`config.mk`:
```
export PLATFORM = sky130hd
export DESIGN_NAME = ram_bank_router
export DESIGN_NICKNAME = d
export VERILOG_FILES = /design/src/rtl/ram_bank_router.sv
export SDC_FILE = /design/constraint.sdc
export NUM_CORES = 1
export LEC_CHECK = 0
export CAP_MARGIN = 15
export CORE_AREA = 2 2 294 296
export CTS_CLUSTER_SIZE = 25
export DETAILED_ROUTE_END_ITERATION = 7
export DIE_AREA = 0 0 296 298
export SLEW_MARGIN = 15
export SYNTH_ARGS = -nofsm -noshare
export SYNTH_HDL_FRONTEND = slang
export SYNTH_SLANG_ARGS = --single-unit
```
`constraint.sdc`:
```
create_clock -name clock -period 7.6 [get_ports clock]
set_clock_uncertainty 0.05 [all_clocks]
set_input_delay 1.52 -clock clock [delete_from_list [all_inputs] [get_ports clock]]
set_output_delay 1.52 -clock clock [all_outputs]
set_load 0.02 [all_outputs]
```
`src/rtl/ram_bank_router.sv`:
```
// ram_bank_router: decodes host requests onto four RAM banks and returns read
// data in request order through a credit-protected response FIFO.
`default_nettype none

module ram_bank_router #(
  parameter int DATA_W    = 64,
  parameter int ADDR_W    = 12,
  parameter int RSP_DEPTH = 4
) (
  input  logic                  clock,
  input  logic                  resetn,
  input  logic                  req_valid,
  output logic                  req_ready,
  input  logic                  req_write,
  input  logic [ADDR_W+1:0]     req_addr,
  input  logic [DATA_W-1:0]     req_wdata,
  output logic [3:0]            bank_write,
  output logic [3:0]            bank_read,
  output logic [4*ADDR_W-1:0]   bank_wr_addr,
  output logic [4*ADDR_W-1:0]   bank_rd_addr,
  output logic [4*DATA_W-1:0]   bank_wdata,
  input  logic [4*DATA_W-1:0]   bank_rdata,
  output logic                  rsp_valid,
  input  logic                  rsp_ready,
  output logic [DATA_W-1:0]     rsp_data
);

  localparam int c_PTR_W = (RSP_DEPTH > 1) ? $clog2(RSP_DEPTH) : 1;
  localparam int c_CNT_W = c_PTR_W + 1;

  logic [3:0]          r_bank_write;
  logic [3:0]          r_bank_read;
  logic [4*ADDR_W-1:0] r_wr_addr;
  logic [4*ADDR_W-1:0] r_rd_addr;
  logic [4*DATA_W-1:0] r_wdata;
  logic                r_iss_rd;
  logic [1:0]          r_iss_bank;
  logic                r_cap_rd;
  logic [1:0]          r_cap_bank;

  logic [DATA_W-1:0]   r_mem [RSP_DEPTH];
  logic [c_PTR_W-1:0]  r_wr_ptr;
  logic [c_PTR_W-1:0]  r_rd_ptr;
  logic [c_CNT_W-1:0]  r_count;
  logic [DATA_W-1:0]   r_hold;

  logic                w_accept;
  logic [1:0]          w_bank;
  logic                w_push;
  logic                w_pop;
  logic                w_empty;
  logic [c_CNT_W:0]    w_outstanding;
  logic [DATA_W-1:0]   w_cap_data;

  assign w_bank  = req_addr[ADDR_W+1:ADDR_W];
  assign w_empty = (r_count == '0);

  // Credits count FIFO entries plus reads still travelling toward it, so a
  // push can never land on a full FIFO.
  assign w_outstanding = {1'b0, r_count}
                       + {{c_CNT_W{1'b0}}, r_iss_rd}
                       + {{c_CNT_W{1'b0}}, r_cap_rd};
  assign req_ready = (w_outstanding < (c_CNT_W+1)'(RSP_DEPTH));
  assign w_accept  = req_valid & req_ready;

  assign w_push     = r_cap_rd;
  assign w_pop      = rsp_valid & rsp_ready;
  assign w_cap_data = bank_rdata[r_cap_bank*DATA_W +: DATA_W];

  always_ff @(posedge clock or negedge resetn) begin
    if (!resetn) begin
      r_bank_write <= '0;
      r_bank_read  <= '0;
      r_wr_addr    <= '0;
      r_rd_addr    <= '0;
      r_wdata      <= '0;
      r_iss_rd     <= 1'b0;
      r_iss_bank   <= '0;
      r_cap_rd     <= 1'b0;
      r_cap_bank   <= '0;
    end else begin
      r_bank_write <= '0;
      r_bank_read  <= '0;
      r_iss_rd     <= 1'b0;
      if (w_accept) begin
        for (int b = 0; b < 4; b++) begin
          if (w_bank == 2'(b)) begin
            if (req_write) begin
              r_bank_write[b]                   <= 1'b1;
              r_wr_addr[b*ADDR_W +: ADDR_W]     <= req_addr[ADDR_W-1:0];
              r_wdata[b*DATA_W +: DATA_W]       <= req_wdata;
            end else begin
              r_bank_read[b]                    <= 1'b1;
              r_rd_addr[b*ADDR_W +: ADDR_W]     <= req_addr[ADDR_W-1:0];
            end
          end
        end
        if (!req_write) begin
          r_iss_rd   <= 1'b1;
          r_iss_bank <= w_bank;
        end
      end
      r_cap_rd   <= r_iss_rd;
      r_cap_bank <= r_iss_bank;
    end
  end

  always_ff @(posedge clock or negedge resetn) begin
    if (!resetn) begin
      for (int i = 0; i < RSP_DEPTH; i++) begin
        r_mem[i] <= '0;
      end
      r_wr_ptr <= '0;
      r_rd_ptr <= '0;
      r_count  <= '0;
      r_hold   <= '0;
    end else begin
      if (w_push) begin
        r_mem[r_wr_ptr] <= w_cap_data;
        r_wr_ptr        <= r_wr_ptr + c_PTR_W'(1);
      end
      if (w_pop) begin
        r_hold   <= r_mem[r_rd_ptr];
        r_rd_ptr <= r_rd_ptr + c_PTR_W'(1);
      end
      case ({w_push, w_pop})
        2'b10:   r_count <= r_count + c_CNT_W'(1);
        2'b01:   r_count <= r_count - c_CNT_W'(1);
        default: r_count <= r_count;
      endcase
    end
  end

  // An empty FIFO keeps presenting the most recently consumed word.
  assign rsp_valid    = !w_empty;
  assign rsp_data     = w_empty ? r_hold : r_mem[r_rd_ptr];
  assign bank_write   = r_bank_write;
  assign bank_read    = r_bank_read;
  assign bank_wr_addr = r_wr_addr;
  assign bank_rd_addr = r_rd_addr;
  assign bank_wdata   = r_wdata;

endmodule

`default_nettype wire
```
After elaboration in Yosys (flattened, before gate mapping). Index checks and enable logic that the tools add are counted.

Bits of input ports: 339. Output and inout bits: 426. Bits in registers: 693.

Reduce and logical (&&, ||, !) cells: 14. Bitwise logic cells: 5. Equal/unequal tests: 5. Shifts and indexed selects: 1. Add/subtract/negate cells: 6. Order comparisons: 4. Muxes and demuxes: 21.

Operator list (count): $bwmux 256 (1); $mux 64 (4); $shiftx 256x9->64 (1); $bmux 64 s2 (1); $demux 64 s2 (1); $reduce_and 3->1 (8); $mux 1 (11); $mux 4 (2); $eq 2x2->1 const B (3); $ge 3x3->1 const B (2); $not 2->3 (2); $pmux 3 s2 (1); $add 2x1->2 const B (2); $add 3x1->4 (1); $add 4x1->4 (1); $eq 2x1->1 const B (2); $lt 4x3->1 const B (1); $add 3x1->3 const B (1); $logic_not 3->1 (1); $lt 3x1->1 const B (1); $sub 3x1->3 const B (1); $and 1x1->1 (2); $logic_not 2->1 (1); $reduce_and 2->1 (1); other kinds (4) (4).

Logic depth before layout (Yosys ltp). Gate-level depths: netlist of the first run.

Depth after elaboration: 6. Depth in mapped cells: 11. Mapped depth without buffers: 7.

Worst setup path after synthesis of the first run. No wires, ideal clock.

Path kind: flip-flop to output port. From: reg r_count[1]. To: out rsp_data[54]. Stages on the path, launching flop included: 7. Data arrival time: 1.796 ns. Data required time: 6.030 ns. Path slack: 4.234 ns. Path buffers: 4. Cells stage by stage: dfrtp_1 buf_4 buf_2 or3_1 buf_2 buf_2 mux2_2.

Word-level cells in the longest chain between the ends: 2.

RTL lines: start, declared (RTL line 44) `logic [c_CNT_W-1:0] r_count;`; start signal, assigned (RTL line 127) `2'b10: r_count <= r_count + c_CNT_W'(1);`; start signal, assigned (RTL line 128) `2'b01: r_count <= r_count - c_CNT_W'(1);`; start signal, assigned (RTL line 129) `default: r_count <= r_count;`; $logic_not 3->1 (RTL line 56) `assign w_empty = (r_count == '0);`; $mux 64 (RTL line 136) `assign rsp_data = w_empty ? r_hold : r_mem[r_rd_ptr];`; end, declared (RTL line 25) `output logic [DATA_W-1:0] rsp_data`.

No other way between the ends.

Worst setup path after layout of the first run.
From: reg r_rd_ptr[0]. To: out rsp_data[5].

Word-level cells in the longest chain between the ends: 5.

RTL lines: start, declared (RTL line 43) `logic [c_PTR_W-1:0] r_rd_ptr;`; start signal, assigned (RTL line 124) `r_rd_ptr <= r_rd_ptr + c_PTR_W'(1);`; $not 2->3 (not written as such) (RTL line 136); $bmux 64 s2 (RTL line 136); $mux 64 (not written as such) (2 in a row) (RTL line 136); $mux 64 (RTL line 136).

No other way between the ends. The select of a mux whose other input is x is not followed.

==> results of run 1 <==
[state kept, by name, indices dropped and copies added, names as in the netlist, 2 cells and up]
| name | count |
|---|---|
| r_cap_bank | 2 |
| r_iss_bank | 2 |
| bank_rd_addr | 48 |
| r_rd_ptr | 2 |
| r_hold | 64 |
| bank_wdata | 256 |
| r_wr_ptr | 2 |
| bank_write | 4 |
| r_count | 3 |
| bank_read | 4 |
| bank_wr_addr | 48 |
| r_mem | 256 |
[logic make-up (layout without fill, tap and decap cells)]
| logic type | after synthesis | after routing | share of synthesized area, % |
|---|---|---|---|
| adder cells (fa/ha/maj) | 7 | 7 | 0.322 |
| multiplexers | 866 | 866 | 37.9 |
| other | 0 | 5 | 0 |
| buffers and inverters | 113 | 944 | 1.90 |
| AO/OA/AOI/OAI | 14 | 14 | 0.666 |
| XOR/XNOR | 6 | 6 | 0.178 |
| flip-flops | 693 | 693 | 58.8 |
| AND/OR/NAND/NOR | 15 | 15 | 0.250 |
[stage by stage]
step / utilization [%] / area (um2)
floorplan: - / 29500
global placement: 45.2 / 38400
detailed placement: 45.2 / 38400
CTS: 48.5 / 41200
global route: 48.5 / 41200
finish: 48.5 / 41200
[worst max-delay path: cells and delay by family (launching register included)]
kind,cells,cell delay [ps]
buffers and inverters,2,1200
DFF,1,1060
muxes,2,870
[cell usage in the layout, fill, tap and decap left out, types with 5 or more instances in the layout]
cell	count
nand2_1	5
buf_4	25
clkbuf_16	79
clkinv_2	12
bufinv_16	7
mux4_2	128
dfrtp_1	689
inv_1	6
diode_2	5
clkdlybuf4s50_1	763
ha_1	6
clkbuf_8	22
mux2_2	621
mux2_1	117
clkbuf_1	12
[metal layers]
layer / global-route usage (%) / wire length [um]
met5: 0 / 26
met4: 6.63 / 2590
met3: 4.60 / 4930
met2: 35.6 / 46800
met1: 23.6 / 34400
[cell type report]
type	count	area [um2]	share of cell area, %
Inverter	6	22.5	0.0547
Tap cell	1144	1430	3.48
Clock inverter	33	470	1.14
Sequential cell	693	17400	42.2
Timing Repair Buffer	792	7900	19.2
Antenna cell	5	12.5	0.0304
Multi-Input combinational cell	908	11600	28.3
Clock buffer	113	2320	5.65
[how the worst max path moves through the flow]
stage,slack [ps],cells past startpoint,start,end
6_report,2230,4,r_rd_ptr[0]$_DFFE_PN0N_,rsp_data[5]
4_1_cts,2020,4,r_rd_ptr[0]$_DFFE_PN0N_,rsp_data[5]
5_1_grt,1930,4,r_rd_ptr[0]$_DFFE_PN0N_,rsp_data[5]
3_3_place_gp,2750,4,r_rd_ptr[0]$_DFFE_PN0N_,rsp_data[5]
3_5_place_dp,2720,4,r_rd_ptr[0]$_DFFE_PN0N_,rsp_data[5]
2_1_floorplan,4230,6,r_count[1]$_DFFE_PN0P_,rsp_data[54]
[power by group through the flow]
stage / sequential (W) / clock (W) / combinational [W]
after floorplan: 0.00741 / 0 / 0.00429
after global placement: 0.00659 / 0 / 0.00939
after detailed placement: 0.00669 / 0 / 0.00951
after CTS: 0.00665 / 0.00412 / 0.00955
after global routing: 0.00687 / 0.00428 / 0.00990
final: 0.00663 / 0.00399 / 0.00937
==> results.toml, run 1 <==
[routing]
routed_wl_mm = 88.7
drt_iter0_drc = 707
first_pass_iters = 4
vias = 18100
drc = 0
antenna_left = 0
wl_per_cell_um = 24.0
via_per_inst = 4.89

[synthesis]
netlist_instances = 1714
synthTopCellsByArea = "dfrtp_1 59%, mux2_2 24%, mux4_2 9.8%, mux2_1 4.5%, buf_2 0.66%"
ys_async_sr_fraction_pct = 100
yosysTopAreaCellShare_pct = 58.8
synth_top_area_cell = "dfrtp_1"
synth_warnings = 0
syn_avg_cell_area_um2 = 17.2
ys_seq_area_share_pct = 58.8
ys_types = 25
synth_edf_count = 0
yosys_register_bits = 693
yosys-top-cells-count = "693 x dfrtp_1, 621 x mux2_2, 128 x mux4_2, 117 x mux2_1, 42 x clkbuf_1"
post-synth-top-count-cell = "dfrtp_1"
yosys_most_used_dff = "dfrtp_1"
synth_nets = 2060
synth_area_um2 = 29500

[power]
peakVddDrop_mv = 0.320
p_int_w = 0.0129
pwr-share-comb_pct = 46.9
p_leak_nw = 16.9
p_switching_w = 0.00710
p_per_area_nw_per_um2 = 486
pwr-share-seq_pct = 33.2
sw_frac_of_total_pct = 35.5
clkPwrFrac_pct = 20.0
finalPower_w = 0.0200

[critical_path]
reg2reg_to = "bank_wdata[116]$_DFFE_PN0P_"
r2r_slack_ps = 3980
r2r-start = "r_cap_rd$_DFF_PN0_"
critPathKind = "flip-flop to primary output"
critPathMaxFanout = 43
cp_data_arrival_time_ps = 3800
slowest_delay_ps = 1060
crit_chain = "buf_4 -> mux4_2 -> mux2_2 -> clkdlybuf4s50_1"
cp.required_ps = 6030
cp-end-kind = "primary output"
ff2ff_path_depth = 6
start_kind = "flip-flop"
crit_slowest_cell = "dfrtp_4"

[global_route]
grt_pass1_vias = 20300
grt_max_degree = 172
antenna_found_initial = 6
grt_pass1_wl_mm = 133
grt_overflow = 0
track_usage_pct = 20.0

[timing]
timing.final.crit_period_ps = 5370
tns_ps = 0
min_period_over_period_pct = 70.7
drv_slew = 0
tightest_slew_ps = 1040
relSlewSlack_pct = 30.9
rsz0062_at_grt = "false"
finalHoldViolCount = 0
fin_ws_ps = 2230
final-setup-viol-count = 0
fmaxAchievable_mhz = 186
hold_ws_ps = 326

[layout]
n_fill_cell = 7310
drive_gt1_share_pct = 36.6
syn2layout_area_growth_pct = 39.5
layoutNonFillerInstCount = 3694
nets = 2826

[placed_design]
port_buffers = 764
dp_slack_ps = 2720
placed_cells = 3543
place_congestion = 0.820
hpwlAfterDp_mm = 62.4

[floorplanning]
die_y_um = 298
die_area_um2 = 88200
ios = 765
start_util_pct = 34.8
die_w_um = 296
coreArea_um2 = 84900
fp-row-count = 107

[min_path]
hold_end = "r_cap_rd$_DFF_PN0_"
hp-class = "flip-flop to flip-flop"
min_from = "r_iss_rd$_DFF_PN0_"
whs_path_depth = 0

[clock_network]
cts_sinks = 693
ctsHoldBuffers = 0
cts_root_buf = "clkbuf_16"
cts.repair.resized = 0
clk_latency_ps = 620
cts_made_buffers = 79
path_clk_slew_ps = 60
cts_tree = "yes"
clockBufferDepth = 3
cts_setup_buffers = 0
cts_max_level = 3

[run]
drv_cap = 0

[outcome]
status = "completed"
(Power assumes the default switching activity.)
==> run 2: changes to the inputs <==
--- a/config.mk
+++ b/config.mk
@@ -6,10 +6,10 @@
 export NUM_CORES = 1
 export LEC_CHECK = 0
 export CAP_MARGIN = 15
-export CORE_AREA = 2 2 294 296
+export CORE_AREA = 2 2 295 297
 export CTS_CLUSTER_SIZE = 25
 export DETAILED_ROUTE_END_ITERATION = 7
-export DIE_AREA = 0 0 296 298
+export DIE_AREA = 0 0 297 299
 export SLEW_MARGIN = 15
 export SYNTH_ARGS = -nofsm -noshare
 export SYNTH_HDL_FRONTEND = slang
==> constraint.sdc (replaced) <==
create_clock -name clock -period 4.8 [get_ports clock]
set_clock_uncertainty 0.05 [all_clocks]
set_input_delay 0.96 -clock clock [delete_from_list [all_inputs] [get_ports clock]]
set_output_delay 0.96 -clock clock [all_outputs]
set_load 0.02 [all_outputs]
==> results.toml, run 2 (same netlist as run 1, synthesis figures left out) <==
[outcome]
status = "completed"

[critical_path]
r2r_slack_ps = 1800
cp_data_arrival_time_ps = 3270
reg2reg_to = "bank_wdata[63]$_DFFE_PN0P_"
ff2ff_path_depth = 5
critPathKind = "flip-flop to primary output"
setup.worst_path.end = "rsp_data[8]"
cp.required_ps = 3790
cp-end-kind = "primary output"
critPathMaxFanout = 49
r2r-start = "r_cap_rd$_DFF_PN0_"
cp-startpoint = "r_count[1]$_DFFE_PN0P_"
start_kind = "flip-flop"

[timing]
fmaxAchievable_mhz = 234
fin_ws_ps = 519
timing.final.crit_period_ps = 4280
final-setup-viol-count = 0
finalHoldViolCount = 0
tightest_slew_ps = 1100
tns_ps = 0
relSlewSlack_pct = 26.4
drv_slew = 0
min_period_over_period_pct = 89.2
rsz0062_at_grt = "false"

[clock_network]
clockBufferDepth = 3
cts_made_buffers = 78
ctsHoldBuffers = 0
cts_tree = "yes"
cts_setup_buffers = 0
path_clk_slew_ps = 60
cts_root_buf = "clkbuf_16"
cts.repair.resized = 0
clk_latency_ps = 630
cts_max_level = 3
cts_sinks = 693

[global_route]
grt_pass1_wl_mm = 134
grt_pass1_vias = 20300
track_usage_pct = 19.8
grt_max_degree = 110
antenna_found_initial = 9
grt_overflow = 0

[layout]
postLayoutCellArea_um2 = 41200
layout_common_cells = "763 x clkdlybuf4s50_1, 689 x dfrtp_1, 621 x mux2_2, 128 x mux4_2, 117 x mux2_1"
final_util_pct = 48.0
nets = 2834
final_common_cell = "clkdlybuf4s50_1"
syn2layout_area_growth_pct = 39.8
drive_gt1_share_pct = 36.7
layoutNonFillerInstCount = 3707

[routing]
drt_iter0_drc = 656
drc = 0
via_per_inst = 4.93
wl_met1_mm = 34.2
vias = 18300
antenna_left = 0
routed_wl_mm = 88.6
wl_met2_mm = 45.9
first_pass_iters = 4
highest_layer = "met5"
wl_per_cell_um = 23.9
routed-wl-met3_mm = 4.78

[floorplanning]
die_w_um = 297
die_area_um2 = 88800
ios = 765
start_util_pct = 34.3
die_y_um = 299
coreArea_um2 = 85900
fp-row-count = 108

[placed_design]
hpwlAfterDp_mm = 63.1
placed_cell_area_um2 = 38600
port_buffers = 764
placed_cells = 3563
place_congestion = 0.880
dp_slack_ps = 1130

[power]
peakVddDrop_mv = 0.431
p_per_area_nw_per_um2 = 763
p_leak_nw = 16.9

[min_path]
hp-class = "flip-flop to flip-flop"

[run]
drv_cap = 0
## run 2: cell types whose count changed in the layout (fill, tap and decap cells not counted), sizes merged
cell      change
buf           +9
bufinv        -3
clkbuf        -2
clkinv        +1
clkinvlp      -3
diode         +1
inv           -1
## run 2: power by group
group          total, W  switching [W]  internal [W]
logic            0.0148        0.00683       0.00794
clock network   0.00610        0.00249       0.00361
registers        0.0106        0.00185       0.00875
total            0.0315         0.0112        0.0203
## run 2: how the worst min path moves through the flow
| stage | start | endpoint | slack (ps) | cells past startpoint |
|---|---|---|---|---|
| detailed placement | r_iss_bank[0]$_DFFE_PN0P_ | r_cap_bank[0]$_DFF_PN0_ | 310 | 0 |
| global route | r_iss_bank[1]$_DFFE_PN0P_ | r_cap_bank[1]$_DFF_PN0_ | 340 | 0 |
| finish | r_iss_bank[0]$_DFFE_PN0P_ | r_cap_bank[0]$_DFF_PN0_ | 320 | 0 |
| global placement | r_iss_bank[1]$_DFFE_PN0P_ | r_cap_bank[1]$_DFF_PN0_ | 310 | 0 |
| floorplan | r_iss_bank[0]$_DFFE_PN0P_ | r_cap_bank[0]$_DFF_PN0_ | 300 | 0 |
| CTS | r_iss_bank[0]$_DFFE_PN0P_ | r_cap_bank[0]$_DFF_PN0_ | 330 | 0 |
## run 2: final cells by class
cell class | instances | area, um2
inverter | 6 | 22.5
sequential | 693 | 17400
fill | 7391 | 44700
clock buffer | 111 | 2320
timing repair buffer | 801 | 8090
antenna | 6 | 15.0
multi-input combinational | 908 | 11600
clock inverter | 27 | 350
tap | 1155 | 1450
## run 2: critical path, cell delays in order (launching register included)
cell and delay (ps):
dfrtp_1 800, or3_4 460, buf_12 320, mux2_2 400, clkdlybuf4s50_1 550
## run 2: metal layers
layer,GRT usage [%],up-vias
li1,-,7922
met1,23.4,9663
met2,34.9,527
met3,4.46,178
met4,8.09,4
met5,0,-
## run 2: stage by stage
stage | total power [W] | hold WS (ps)
floorplan | 0.0185 | 300
global placement | 0.0253 | 312
detailed placement | 0.0257 | 315
CTS | 0.0320 | 328
global route | 0.0331 | 336
finish | 0.0315 | 323
